==> config.mk <==
export PLATFORM = sky130hd
export DESIGN_NAME = tick_generator_flat
export DESIGN_NICKNAME = d
export VERILOG_FILES = /design/src/rtl/tick_generator_pkg.sv /design/src/rtl/tick_generator_if.sv /design/src/rtl/tick_channel.sv /design/src/rtl/tick_generator.sv /design/src/flat_wrapper.sv
export SDC_FILE = /design/constraint.sdc
export NUM_CORES = 1
export LEC_CHECK = 0
export ABC_AREA = 1
export ABC_CLOCK_PERIOD_IN_PS = 2100
export CAP_MARGIN = 20
export CELL_PAD_IN_SITES_DETAIL_PLACEMENT = 0
export CELL_PAD_IN_SITES_GLOBAL_PLACEMENT = 1
export CORE_MARGIN = 3
export CORE_UTILIZATION = 40
export CTS_BUF_LIST = sky130_fd_sc_hd__clkbuf_4
export CTS_CLUSTER_SIZE = 10
export DETAILED_ROUTE_END_ITERATION = 8
export GPL_TIMING_DRIVEN = 0
export PLACE_DENSITY = 0.81
export SYNTH_ARGS = -nofsm -noshare
export SYNTH_HDL_FRONTEND = slang
export SYNTH_SLANG_ARGS = --single-unit
==> constraint.sdc <==
create_clock -name clk_in -period 2.1 [get_ports clk_in]
set_clock_uncertainty 0.2 [all_clocks]
set_input_delay 0.63 -clock clk_in [delete_from_list [all_inputs] [get_ports clk_in]]
set_output_delay 0.63 -clock clk_in [all_outputs]
set_load 0.02 [all_outputs]
==> src/rtl/tick_generator_pkg.sv <==
// Shared types and helpers for the tick generator.
//   tg_state_e : per-channel state (TG_RUN counting, TG_DONE one-shot finished)
//   tg_mode_e  : reload behaviour after a tick (TG_PERIODIC, TG_ONESHOT)
//   ch_w()     : width of a channel index; never narrower than one bit
package tick_gen_pkg;

  typedef enum logic {
    TG_RUN  = 1'b0,
    TG_DONE = 1'b1
  } tg_state_e;

  typedef enum logic {
    TG_PERIODIC = 1'b0,
    TG_ONESHOT  = 1'b1
  } tg_mode_e;

  function automatic int unsigned ch_w(input int unsigned num_ch);
    return (num_ch <= 1) ? 1 : $clog2(num_ch);
  endfunction

endpackage

==> src/rtl/tick_generator_if.sv <==
// Load request channel of the tick generator.
//   load_valid/load_ready : handshake; a load is accepted when both are high
//   load_ch               : target channel index
//   load_period           : new period value
//   load_mode             : 0 periodic, 1 one-shot
//   load_err              : one-cycle pulse after an accepted load to a missing channel
interface tick_generator_if #(
  parameter int unsigned NUM_CH = 4,
  parameter int unsigned WIDTH  = 16
);
  localparam int unsigned CH_W = tick_gen_pkg::ch_w(NUM_CH);

  logic             load_valid;
  logic [CH_W-1:0]  load_ch;
  logic [WIDTH-1:0] load_period;
  logic             load_mode;
  logic             load_ready;
  logic             load_err;

  modport master (
    output load_valid, load_ch, load_period, load_mode,
    input  load_ready, load_err
  );

  modport slave (
    input  load_valid, load_ch, load_period, load_mode,
    output load_ready, load_err
  );
endinterface

==> src/rtl/tick_channel.sv <==
// One tick channel: down-counter that reloads from its period and emits a
// registered one-cycle tick when it expires; one-shot channels park in DONE.
//   clk_in, reset_n : clock, async active-low reset
//   enable          : count enable
//   sync            : realign RUN channel to its period (only with TICK_SYNC_EN)
//   load            : accepted load addressed to this channel
//   load_period     : period to install
//   load_mode       : mode to install
//   tick            : registered tick pulse
//   done            : channel is in DONE
module tick_channel
  import tick_gen_pkg::*;
#(
  parameter int unsigned WIDTH          = 16,
  parameter int unsigned DEFAULT_PERIOD = 762
) (
  input  logic             clk_in,
  input  logic             reset_n,
  input  logic             enable,
`ifdef TICK_SYNC_EN
  input  logic             sync,
`endif
  input  logic             load,
  input  logic [WIDTH-1:0] load_period,
  input  tg_mode_e         load_mode,
  output logic             tick,
  output logic             done
);

  tg_state_e        state_q, state_d;
  tg_mode_e         mode_q, mode_d;
  logic [WIDTH-1:0] period_q, period_d;
  logic [WIDTH-1:0] count_q, count_d;
  logic             tick_q, tick_d;

  // State register
  always_ff @(posedge clk_in or negedge reset_n) begin
    if (!reset_n) begin
      state_q  <= TG_RUN;
      mode_q   <= TG_PERIODIC;
      period_q <= WIDTH'(DEFAULT_PERIOD);
      count_q  <= WIDTH'(DEFAULT_PERIOD);
      tick_q   <= 1'b0;
    end else begin
      state_q  <= state_d;
      mode_q   <= mode_d;
      period_q <= period_d;
      count_q  <= count_d;
      tick_q   <= tick_d;
    end
  end

  // Next state: load beats sync beats countdown
  always_comb begin
    state_d  = state_q;
    mode_d   = mode_q;
    period_d = period_q;
    count_d  = count_q;
    tick_d   = 1'b0;
    if (load) begin
      state_d  = TG_RUN;
      mode_d   = load_mode;
      period_d = load_period;
      count_d  = load_period;
    end
`ifdef TICK_SYNC_EN
    else if (sync && (state_q == TG_RUN)) begin
      count_d = period_q;
    end
`endif
    else if (enable && (state_q == TG_RUN)) begin
      if (count_q == '0) begin
        tick_d = 1'b1;
        if (mode_q == TG_ONESHOT) begin
          state_d = TG_DONE;
          count_d = '0;
        end else begin
          count_d = period_q;
        end
      end else begin
        count_d = count_q - WIDTH'(1);
      end
    end
  end

  assign tick = tick_q;
  assign done = (state_q == TG_DONE);

endmodule

==> src/rtl/tick_generator.sv <==
// Multi-channel tick generator: NUM_CH independent period counters with a
// shared load port. Optional macro TICK_SYNC_EN adds the sync realign input.
//   clk_in, reset_n : clock, async active-low reset
//   enable          : global count enable
//   sync            : realign all RUN channels (only with TICK_SYNC_EN)
//   load_if         : load request channel (slave side)
//   tick            : per-channel registered tick pulse
//   done            : per-channel DONE level
module tick_generator
  import tick_gen_pkg::*;
#(
  parameter int unsigned NUM_CH         = 4,
  parameter int unsigned WIDTH          = 16,
  parameter int unsigned DEFAULT_PERIOD = 762
) (
  input  logic              clk_in,
  input  logic              reset_n,
  input  logic              enable,
`ifdef TICK_SYNC_EN
  input  logic              sync,
`endif
  tick_generator_if.slave   load_if,
  output logic [NUM_CH-1:0] tick,
  output logic [NUM_CH-1:0] done
);

  logic              ch_ok_c;
  logic [NUM_CH-1:0] ch_load;
  logic              load_err_q;

  // Ready whenever out of reset
  assign load_if.load_ready = reset_n;

  assign ch_ok_c = (32'(load_if.load_ch) < NUM_CH);

  // One-hot load strobe per channel
  always_comb begin
    ch_load = '0;
    for (int unsigned i = 0; i < NUM_CH; i++) begin
      if (load_if.load_valid && load_if.load_ready && (32'(load_if.load_ch) == i)) begin
        ch_load[i] = 1'b1;
      end
    end
  end

  // Error pulse for an accepted load to a channel that does not exist
  always_ff @(posedge clk_in or negedge reset_n) begin
    if (!reset_n) begin
      load_err_q <= 1'b0;
    end else begin
      load_err_q <= load_if.load_valid && !ch_ok_c;
    end
  end

  assign load_if.load_err = load_err_q;

  for (genvar g = 0; g < NUM_CH; g++) begin : g_ch
    tick_channel #(
      .WIDTH          (WIDTH),
      .DEFAULT_PERIOD (DEFAULT_PERIOD)
    ) u_ch (
      .clk_in      (clk_in),
      .reset_n     (reset_n),
      .enable      (enable),
`ifdef TICK_SYNC_EN
      .sync        (sync),
`endif
      .load        (ch_load[g]),
      .load_period (load_if.load_period),
      .load_mode   (tg_mode_e'(load_if.load_mode)),
      .tick        (tick[g]),
      .done        (done[g])
    );
  end

endmodule

==> src/flat_wrapper.sv <==
// flat-port wrapper written by rule: the top's interface ports become plain ports
module tick_generator_flat import tick_gen_pkg::*;
#(
  parameter int unsigned NUM_CH         = 4,
  parameter int unsigned WIDTH          = 16,
  parameter int unsigned DEFAULT_PERIOD = 762
)
  (clk_in, reset_n, enable, tick, done, load_if_load_valid, load_if_load_ch, load_if_load_period, load_if_load_mode, load_if_load_ready, load_if_load_err);
  tick_generator_if #(.NUM_CH(NUM_CH), .WIDTH(WIDTH)) load_if_i ();
  input  logic clk_in;
  input  logic reset_n;
  input  logic enable;
  output logic [NUM_CH-1:0] tick;
  output logic [NUM_CH-1:0] done;
  input wire logic [$bits(load_if_i.load_valid)-1:0] load_if_load_valid;
  input wire logic [$bits(load_if_i.load_ch)-1:0] load_if_load_ch;
  input wire logic [$bits(load_if_i.load_period)-1:0] load_if_load_period;
  input wire logic [$bits(load_if_i.load_mode)-1:0] load_if_load_mode;
  output wire logic [$bits(load_if_i.load_ready)-1:0] load_if_load_ready;
  output wire logic [$bits(load_if_i.load_err)-1:0] load_if_load_err;
  assign load_if_i.load_valid = load_if_load_valid;
  assign load_if_i.load_ch = load_if_load_ch;
  assign load_if_i.load_period = load_if_load_period;
  assign load_if_i.load_mode = load_if_load_mode;
  assign load_if_load_ready = load_if_i.load_ready;
  assign load_if_load_err = load_if_i.load_err;
  tick_generator #(.NUM_CH(NUM_CH), .WIDTH(WIDTH), .DEFAULT_PERIOD(DEFAULT_PERIOD)) u_core (.clk_in(clk_in), .reset_n(reset_n), .enable(enable), .load_if(load_if_i), .tick(tick), .done(done));
endmodule
# == Word level (Yosys, flattened, before mapping) ==
# Index checks and enable logic that the tools add are counted.
# totals
reg_bits,140
input_bits,23
out_inout_bits,10
# op_classes
addsub,4
eq_ne,3
muxes,48
bitwise,4
n_reduce_logical,30
# op_table
operator,n
$mux W16,16
$logic_not A16 Y1,4
$sub A16 B1 Y16 const B,4
$mux W1,32
$reduce_bool A2 Y1,12
$reduce_and A3 Y1,4
$logic_and A1 B1 Y1,9
$eq A2 B2 Y1 const B,2
$not A1 Y1,4
$eq A2 B1 Y1 const B,1
$logic_not A2 Y1,1

# == Depth between registers and ports, before layout ==
# logic_depth
word_depth,5
ltp_mapped,13
ltp_nobuf,12

# == Hierarchy ==
# Synthesis repeated with hierarchy kept, for this count alone.
# hier_totals
cells_unflattened,1222
hier_area_um2,8663.3
# modules_own_cells
module,n_inst,cells_each,area_each_um2,seq_area_each_um2
tick_channel at u_core.g_ch[2].u_ch ...,2,311,2199.6,893.4
tick_channel at u_core.g_ch[0].u_ch ...,2,293,2102.0,893.4
tick_generator,1,14,60.1,0.0

# == Least setup slack after synthesis ==
# Ideal clock, no wire load.
# synth_timing
path_kind,input -> register
start,in enable
end,reg u_core.g_ch[0].u_ch.count_q[10]
setup_time_ns,0.117
arrival_time_ns,1.534
setup_slack_ns,0.250
cell_stages,7
n_path_buf,2
cell_sequence,clkbuf_1 -> nand2_1 -> nand2_1 -> buf_2 -> o22ai_1 -> inv_1 -> nand2_1
# synth_via
elab_chain_cells,2
# synth_lines
element,line_no,text
"start, declared",flat_wrapper.sv:12,input logic enable;
$logic_and A1 B1 Y1,tick_channel.sv:71,else if (enable && (state_q == TG_RUN)) begin
$reduce_bool A2 Y1 (no line),--,
"end signal, assigned",tick_channel.sv:42,count_q <= WIDTH'(DEFAULT_PERIOD);
"end signal, assigned",tick_channel.sv:48,count_q <= count_d;
"end, declared",tick_channel.sv:33,"logic [WIDTH-1:0] count_q, count_d;"
# Every way passes these cells.
# A chain may end at the register's enable or synchronous reset.

# == Worst setup path after layout ==
# layout_timing
start,in load_if_load_ch[0]
end,reg u_core.g_ch[3].u_ch.count_q[11]
# layout_via
elab_chain_cells,4
word_cells_on_any_way,5
classes_between,eq/ne (1); mux (2); reduce/logical (2)
# layout_lines
element,line_no,text
"start, declared",flat_wrapper.sv:16,input wire logic [$bits(load_if_i.load_ch)-1:0] load_if_load_ch;
$eq A2 B2 Y1 *,tick_generator.sv:40,if (load_if.load_valid && load_if.load_ready && (32'(load_if.load_ch) == i)) begin
$logic_and A1 B1 Y1 *,tick_generator.sv:40,
$mux W1 *,tick_generator.sv:40,
$mux W16 or $reduce_bool A2 Y1 (tied branches),--,
"end signal, assigned",tick_channel.sv:42,
"end signal, assigned",tick_channel.sv:48,
"end, declared",tick_channel.sv:33,
# Every way passes the cells marked *; elsewhere a longest branch is shown, timed or not.

==> run metrics <==
area grow syn2layout 13.7%; library cells used by synthesis 31; ranking of synthesized cells by area dfrtp_1 25%, nand2_1 22%, dfstp_2 17%; CTS Buffer Depth 2; Clock Latency Late Sink 540 ps; Lkg Pwr 0.00505 uW; total power 10,700 uW; GRT Residual Overflow 0; I/O Buffers 30; remaining antenna violation count 0; GRT Util Overall 23.5%; Hold Fails Final Rpt 0; critical-path cell list clkdlybuf4s50_1, nand2_1, nor2_4, a21oi_4, inv_1, buf_4, o22ai_1, inv_1, nand2_1; Tmin final 2060 ps; Stages on worst setup path 9; final WL 26,000 um; Worst slew margin 50.8%; FILL cells 2,180; Synth Net Count 1,277; Cell Pwr Density 1120 nW/um^2; Slew Limit Fails 0; Worst IR Drop VDD 0.000503 V; top cells by count, synth 484 x nand2_1, 157 x inv_1, 125 x nor2_1, 100 x nand3_1, 86 x o21ai_0; vias in the first global route 7,535; placed inst area 9110 um^2; Clock transition at path regs 120 ps; final setup TNS 0 ps; Avg Inst Size Synth 6.77 um^2; crit path max-delay cell type clkdlybuf4s50_1; f_max 486 MHz; CTS tree built; final worst-path cycle share 98.0%; Max stage delay on crit path 580 ps; CTS sink cnt 140; Worst Tran Pin Value 738 ps; MaxCap Viol Count 0; worst min-delay path class reg2reg; die area 22,900 um^2; DR pass1 iterations 6; Core Region 20,500 um^2; area of the multi-input gates 4040 um^2; global-route wire length before repair 41,000 um; post-synthesis cell count 1,246; Synth Warn # 0; GPL Wtd Cong 0.881; vias after detailed routing 7,950; final worst slack 41.5 ps; H-tree depth 4; via/cell ratio 4.99; Root Buffer Master clkbuf_4; Critical Path End Type register; Initial Util 41.2%; initial antenna violation count 3; final instance area 9600 um^2; largest net degree at the start of global routing 76; largest area contributor in the netlist dfrtp_1; nets 1,341; width of the die 151 um; WP data required 2330 ps; Most used DFF post-synth dfrtp_1; HPWL Detailed 17,500 um; I/O Pins 33; cell count of the worst hold path 2; Critical Setup Path Class in2reg; critical path startpoint category primary input; layout cells sized above 1 13.4%; initial DRC count 654; Reg area 3570 um^2; EDFF count, synth 0; final setup vio count 0; Synth top area share 24.9%; WP buf/inv 4; Mapped Area 8440 um^2; Num CTS Buffers 17; Chip Height 151 um; worst-path fanout max 10; dpl ws -875 ps; r2r worst-path depth 10; flops & latches, synth 140; FFs w/ async S/R, synth 100%; WL per Instance 16.3 um; Crit path max-delay family buffers and inverters; Seq/Total Area, Yosys 42.3%; FP Rows 52; most common cell in the netlist nand2_1; drt drc 0; outcome complete, no violations; Crit path arrival time 2290 ps
## timing repair
item | CTS | global route
resized for setup | 42 | 31
gates cloned | 1 | 1
endpoints found under the hold margin | 65 | 0
buffers inserted | 2 | 8
hold buffers | 3 | 0
endpoints found under the setup margin | 99 | 48
pin swaps | 1 | 5
## worst paths after layout
check	from	endpoint	slack (ps)
setup reg to reg	u_core.g_ch[2].u_ch.count_q[0]	u_core.g_ch[2].u_ch.count_q[8]	130
min in group asynchronous	reset_n	u_core.g_ch[0].u_ch.count_q[2]	510
max in group asynchronous	reset_n	u_core.g_ch[3].u_ch.count_q[6]	690
hold / removal	u_core.g_ch[3].u_ch.period_q[14]	u_core.g_ch[3].u_ch.period_q[14]	290
setup / recovery	load_if_load_ch[0]	u_core.g_ch[3].u_ch.count_q[11]	40
hold reg to reg	u_core.g_ch[3].u_ch.period_q[14]	u_core.g_ch[3].u_ch.period_q[14]	290
## flip-flops by register name, indices dropped and copies added, names as in the netlist
register,flops
u_core.g_ch.u_ch.done,4
u_core.g_ch.u_ch.period_q,64
u_core.g_ch.u_ch.mode_q,4
u_core.g_ch.u_ch.tick,4
u_core.g_ch.u_ch.count_q,64
## per-stage QoR
| stage | std cells | util (%) | hold WS [ps] |
|---|---|---|---|
| 4_1_cts | 1585 | 46.0 | 288 |
| 6_report | 1594 | 46.8 | 286 |
| 5_1_grt | 1594 | 46.8 | 303 |
| 2_1_floorplan | 1246 | - | 134 |
| 3_3_place_gp | 1546 | 44.3 | 255 |
| 3_5_place_dp | 1547 | 44.4 | 262 |
## cell families after synthesis
logic type,after synthesis,share of synthesized area [%]
and+or+nand+nor,741,35.9
buffers and inverters,208,10.3
DFF,140,42.3
AOI/OAI and AO/OA,128,8.08
xor gates and xnor gates,20,2.08
adders and majority gates,8,1.19
other,1,0.0444
## layer usage
metal / wire length (um) / GRT usage (%) / up-vias
met4: 381 / 5.17 / 0
li1: - / - / 3983
met3: 1490 / 4.07 / 19
met2: 12300 / 38.4 / 181
met5: 0 / 0 / -
met1: 11800 / 32.6 / 3767
## worst reg2reg max path: stages (launching register included)
cell	delay, ps
dfrtp_1	400
inv_1	130
ha_1	210
nand3_1	80
nor2_1	170
nand2_2	190
nor2_8	240
nand2_1	100
o21ai_1	90
nand2_1	60
nand2_1	60
## report_power, final
| group | switching, uW | internal [uW] | total (uW) |
|---|---|---|---|
| registers | 757 | 3740 | 4500 |
| clock network | 1020 | 717 | 1730 |
| logic | 2860 | 1620 | 4470 |
## cell type report
type | instances | area share (%)
diodes | 1 | 0.0261
plain buffers | 43 | 2.70
clock buffers | 20 | 1.56
clock inverters | 12 | 1.10
inverters | 164 | 6.42
multi-input cells | 898 | 42.1
flip-flops and latches | 140 | 37.2
well taps | 270 | 3.52
repair buffers | 46 | 5.29
## cell usage in the layout, fill, tap and decap left out, drive strengths merged
master and count:
nand2 488, inv 163, nor2 135, nand3 101
o21ai 93, dfrtp 84, dfstp 56, buf 54
clkbuf 32, o22ai 30, clkdlybuf4s50 19, xor2 18
clkinv 11, ha 8, nand4 7, nor3 6
a21oi 5, nand3b 3, xnor2 2, bufinv 2
dlygate4sd3 2, diode 1, or2 1, conb 1
bufbuf 1, dlymetal6s2s 1
(Power assumes the default switching activity.)
==> edit 1 (config.mk and constraints unchanged) <==
`WIDTH` is set to 16 in 4 places; all go to 14.
--- a/src/rtl/tick_generator_if.sv
+++ b/src/rtl/tick_generator_if.sv
@@ -8,3 +8,3 @@
   parameter int unsigned NUM_CH = 4,
-  parameter int unsigned WIDTH  = 16
+  parameter int unsigned WIDTH  = 14
 );
--- a/src/rtl/tick_channel.sv
+++ b/src/rtl/tick_channel.sv
@@ -13,3 +13,3 @@
 #(
-  parameter int unsigned WIDTH          = 16,
+  parameter int unsigned WIDTH          = 14,
   parameter int unsigned DEFAULT_PERIOD = 762
--- a/src/rtl/tick_generator.sv
+++ b/src/rtl/tick_generator.sv
@@ -12,3 +12,3 @@
   parameter int unsigned NUM_CH         = 4,
-  parameter int unsigned WIDTH          = 16,
+  parameter int unsigned WIDTH          = 14,
   parameter int unsigned DEFAULT_PERIOD = 762
--- a/src/flat_wrapper.sv
+++ b/src/flat_wrapper.sv
@@ -4,3 +4,3 @@
   parameter int unsigned NUM_CH         = 4,
-  parameter int unsigned WIDTH          = 16,
+  parameter int unsigned WIDTH          = 14,
   parameter int unsigned DEFAULT_PERIOD = 762
Interface: changed (resized load_if_load_period); port bits go from 33 to 31. No check against the original RTL was run, so the function may have changed too.
==> edit 1 against the original RTL <==
Cell area decreased by 13%; sequential cell count is 16 lower; register-to-register slack hardly changed; final cell count is 19% lower; worst setup slack better by 0.015 ns; routed wire length shrank 20%; die area down 14%; area after synthesis shrank 15%; critical path type unchanged; fmax up 0.73%; total power decreased by 5.7%; combinational power decreased by 6.0%; critical endpoint is now u_core.g_ch[3].u_ch.count_q[13]$_DFFE_PN0P_; count of clock-buffer cells in the layout fell by 2.
==> edit 1: results (changes against the original RTL) <==
[global_route]
grt_max_degree = 52  ; was 76
grt.total_usage_pct = 21.94  ; was 23.45%
grt_pass1_wl_mm = 34.02  ; was 41.05 mm
first_global_vias = 6355  ; was 7535

[placement]
port_buffers = 28  ; was 30
dp_hpwl_mm = 14.37  ; was 17.50 mm
globalplace.congestion = 0.8437  ; was 0.8806

[status]
status = completed  ; unchanged

[detailed_routing]
firstDrtPassIters = 5  ; was 6
wl_mm = 20.79  ; was 25.98 mm
vias_per_cell = 4.990  ; was 4.987

[layout]
reg.largest.list = u_core.g_ch.u_ch.count_q: 56 flops, u_core.g_ch.u_ch.period_q: 56 flops  ; was u_core.g_ch.u_ch.count_q: 64 flops, u_core.g_ch.u_ch.period_q: 64 flops
n_fill_cell = 1829  ; was 2180
area_delta_synth_final_pct = 15.88  ; was 13.68%
nNetsFinal = 1084  ; was 1341
drive_gt1_share_pct = 17.91  ; was 13.38%

[synth]
synthTopCellsByCount = nand2_1 (376), inv_1 (111), nand3_1 (70)  ; was nand2_1 (484), inv_1 (157), nor2_1 (125)
synth_seq_area_share_pct = 44.06  ; was 42.34%
ys_types = 38  ; was 31
synth_nets = 1022  ; was 1277
yosys-top-cells-area = dfrtp_1 (24%), dfstp_2 (20%), nand2_1 (20%)  ; was dfrtp_1 (25%), nand2_1 (22%), dfstp_2 (17%)

[worst_setup_path]
r2r_start = u_core.g_ch[3].u_ch.count_q[0]$_DFFE_PN0P_  ; was u_core.g_ch[2].u_ch.count_q[0]$_DFFE_PN0P_
path_max_fanout = 9  ; was 10
r2r_end = u_core.g_ch[3].u_ch.count_q[8]$_DFFE_PN0P_  ; was u_core.g_ch[2].u_ch.count_q[8]$_DFFE_PN0P_
crit_path_end = u_core.g_ch[3].u_ch.count_q[13]$_DFFE_PN0P_  ; was u_core.g_ch[3].u_ch.count_q[11]$_DFFE_PN0P_
critPathMaxStageDelay_ns = 0.57

[cts]
cts_resized = 38  ; was 42

[sta]
slew-limit-headroom_pct = 60.38  ; was 50.79%
hold_slack_ns = 0.2751  ; was 0.2859 ns
period_minus_slack_ns = 2.044  ; was 2.058 ns

[min_path]
holdPathEnd = u_core.g_ch[1].u_ch.period_q[1]$_DFFE_PN1P_  ; was u_core.g_ch[3].u_ch.period_q[14]$_DFFE_PN0P_
hold_depth = 2  ; unchanged
hp-start = u_core.g_ch[1].u_ch.period_q[1]$_DFFE_PN1P_  ; was u_core.g_ch[3].u_ch.period_q[14]$_DFFE_PN0P_

[power_and_ir_drop]
ir_drop_uv = 633.2  ; was 502.7 uV
leakage_nw = 4.229  ; was 5.047 nW

==> edit 1: changes by cell type after synthesis, sizes merged, moves of 8 or more <==
cell / change
buf: -12
nor2: -55
nand4: +14
nand2: -104
dfrtp: -16
o22ai: -15
nand3: -29
o21ai: -8
inv: -42
==> edit 1: area by class of cell <==
class / instances / area [um^2] / area share (%)
sequential: 124 / 3173 / 38.02
timing repair buffer: 45 / 489.2 / 5.862
tap: 225 / 281.5 / 3.373
clock inverter: 14 / 176.4 / 2.114
antenna: 2 / 5.005 / 0.05997
clock buffer: 18 / 135.1 / 1.619
inverter: 124 / 466.7 / 5.592
buffer: 35 / 217.7 / 2.609
multi-input combinational: 712 / 3401 / 40.75
==> edit 1: layer usage <==
layer,global-route usage [%],routed length (um),vias to the layer above
met3,4.302,817,26
met4,6.017,391,0
met5,0,0,-
li1,-,-,3257
met2,35.51,9723,123
met1,30.15,9858,3076
==> edit 1: cells by family (layout without fill, tap and decap cells) <==
kind of cell	Yosys count	in the layout	synth area share, %
AO/OA/AOI/OAI	113	113	8.495
XOR/XNOR	28	28	3.405
adder cells (fa/ha/maj)	4	4	0.6950
buffers and inverters	161	236	9.364
flip-flops	124	124	44.06
other	1	3	0.05207
AND/OR/NAND/NOR	566	566	33.93
==> edit 1: critical path: cells and delay by family <==
| kind | cells | cell delay, ns |
|---|---|---|
| buffers and inverters | 5 | 0.96 |
| AND/OR/NAND/NOR | 5 | 0.70 |
==> edit 1: power by group <==
part	total, mW	switching (mW)	internal [mW]
combinational	4.20	2.61	1.59
sequential	3.99	0.627	3.36
clock	1.91	0.966	0.939
==> edit 1: stage by stage <==
stage,cells,area (um^2)
global route,1299,8346
global placement,1250,7764
CTS,1289,8168
finish,1299,8346
detailed placement,1251,7792
floorplan,997,7202
==> edit 2 (same flow settings) <==
Made on the original files. Reset style: synchronous (`reset_n`), changed in 2 clocked blocks. Comments in the files are not updated.
--- a/src/rtl/tick_channel.sv
+++ b/src/rtl/tick_channel.sv
@@ -36,3 +36,3 @@
   // State register
-  always_ff @(posedge clk_in or negedge reset_n) begin
+  always_ff @(posedge clk_in) begin
     if (!reset_n) begin
--- a/src/rtl/tick_generator.sv
+++ b/src/rtl/tick_generator.sv
@@ -46,3 +46,3 @@
   // Error pulse for an accepted load to a channel that does not exist
-  always_ff @(posedge clk_in or negedge reset_n) begin
+  always_ff @(posedge clk_in) begin
     if (!reset_n) begin
Check against the original RTL: differs if reset_n is asserted again (counterexample within 4 cycles, from zero or initial values and one cycle with reset_n low); with reset_n held inactive, the same outputs for 4 cycles.
==> edit 2 against the original RTL <==
Count of clock-buffer cells in the layout fell by 1; area after synthesis fell by 5.6%; utilization fell by 0.087 points; sequential cell count did not move; final cell count fell by 4.0%; worst setup slack improved by 0.012 ns; routed wire length fell by 4.7%; worst hold slack got worse by 0.032 ns; cell area fell by 6.8%; critical endpoint is now done[3]; largest cell class unchanged.
Power is not compared: it rests on default switching activity, and its combinational part moved more than twofold at a synthesized area within 25%.
==> edit 2: results (changes against the original RTL) <==
[global_route]
grtUsageMet2_pct = 38.09  ; was 38.36%
grt_util_met3_pct = 4.133  ; was 4.069%
grt.total_usage_pct = 23.02  ; was 23.45%
grt_use_met1_pct = 31.00  ; was 32.61%
first_global_vias = 7148  ; was 7535
grt_pass1_wl_mm = 39.13  ; was 41.05 mm
antenna_found_initial = 1  ; was 3

[worst_setup_path]
critPathMaxStageDelay_ns = 0.39  ; was 0.58 ns
r2r_end = u_core.g_ch[2].u_ch.count_q[10]$_SDFFE_PN0P_  ; was u_core.g_ch[2].u_ch.count_q[8]$_DFFE_PN0P_
crit_start = u_core.g_ch[3].u_ch.done$_SDFFE_PP0P_  ; was load_if_load_ch[0]
cp_top_family = flip-flops  ; was buffers and inverters
r2r_cells = 9  ; was 10
slowest_stage = dfxtp_2  ; was clkdlybuf4s50_1
path_max_fanout = 3  ; was 10

[layout]
inverters = 141  ; was 164
nClkBuffers = 19  ; was 20
nNetsFinal = 1288  ; was 1341
register_area_um2 = 2808  ; was 3573 um^2
num-multi-input-gates = 883  ; was 898

[placement]
globalplace.congestion = 0.8808  ; was 0.8806
place_inst = 1497  ; was 1547

[min_path]
hp-start = u_core.g_ch[1].u_ch.period_q[0]$_SDFFE_PN0P_  ; was u_core.g_ch[3].u_ch.period_q[14]$_DFFE_PN0P_
holdPathEnd = u_core.g_ch[1].u_ch.period_q[0]$_SDFFE_PN0P_  ; was u_core.g_ch[3].u_ch.period_q[14]$_DFFE_PN0P_

[sta]
period_share_pct = 97.43  ; was 98.02%

[status]
status = completed  ; unchanged

[detailed_routing]
wl_met2_mm = 11.50  ; was 12.27 mm
firstDrtPassIters = 5  ; was 6
drt_iter0_drc = 504  ; was 654
wl_mm = 24.76  ; was 25.98 mm

[synth]
synthTopCellsByCount = nand2_1 (383), dfxtp_1 (140), inv_1 (126)  ; was nand2_1 (484), inv_1 (157), nor2_1 (125)
netlist_instances = 1206  ; was 1246
yosys-top-cells-area = dfxtp_1 (35%), nand2_1 (18%), nand3_1 (6.3%)  ; was dfrtp_1 (25%), nand2_1 (22%), dfstp_2 (17%)
synthAdderAreaFrac_pct = 1.256  ; was 1.186%

-- edit 2: cell types whose count changed in the layout (fill, tap and decap cells not counted), sizes merged, moves of 8 or more --
cell / unedited run / this run
dfxtp: 0 / 140
nand2: 488 / 400
dfrtp: 84 / 0
dfstp: 56 / 0
a21oi: 5 / 54
inv: 163 / 140
nor2: 135 / 147
o21ai: 93 / 83
o22ai: 30 / 21
buf: 54 / 46
-- edit 2: metrics by stage --
step	total power, mW	hold WS [ns]	util [%]	cell area, um^2
after global routing	6.353	0.2775	46.73	8946
after CTS	6.101	0.2573	46.58	8916
after global placement	3.955	0.2286	44.95	8605
after floorplan	3.657	0.2191	-	7969
after detailed placement	3.965	0.2344	44.95	8605
final	6.076	0.2534	46.73	8946
-- edit 2: repair_timing --
action                     4_1_cts  5_1_grt
pin swaps                        0        1
gates resized for setup         43        6
hold endpoints to repair         0        0
setup buffers                    1        0
setup endpoints to repair       58        8
hold buffers                     0        0
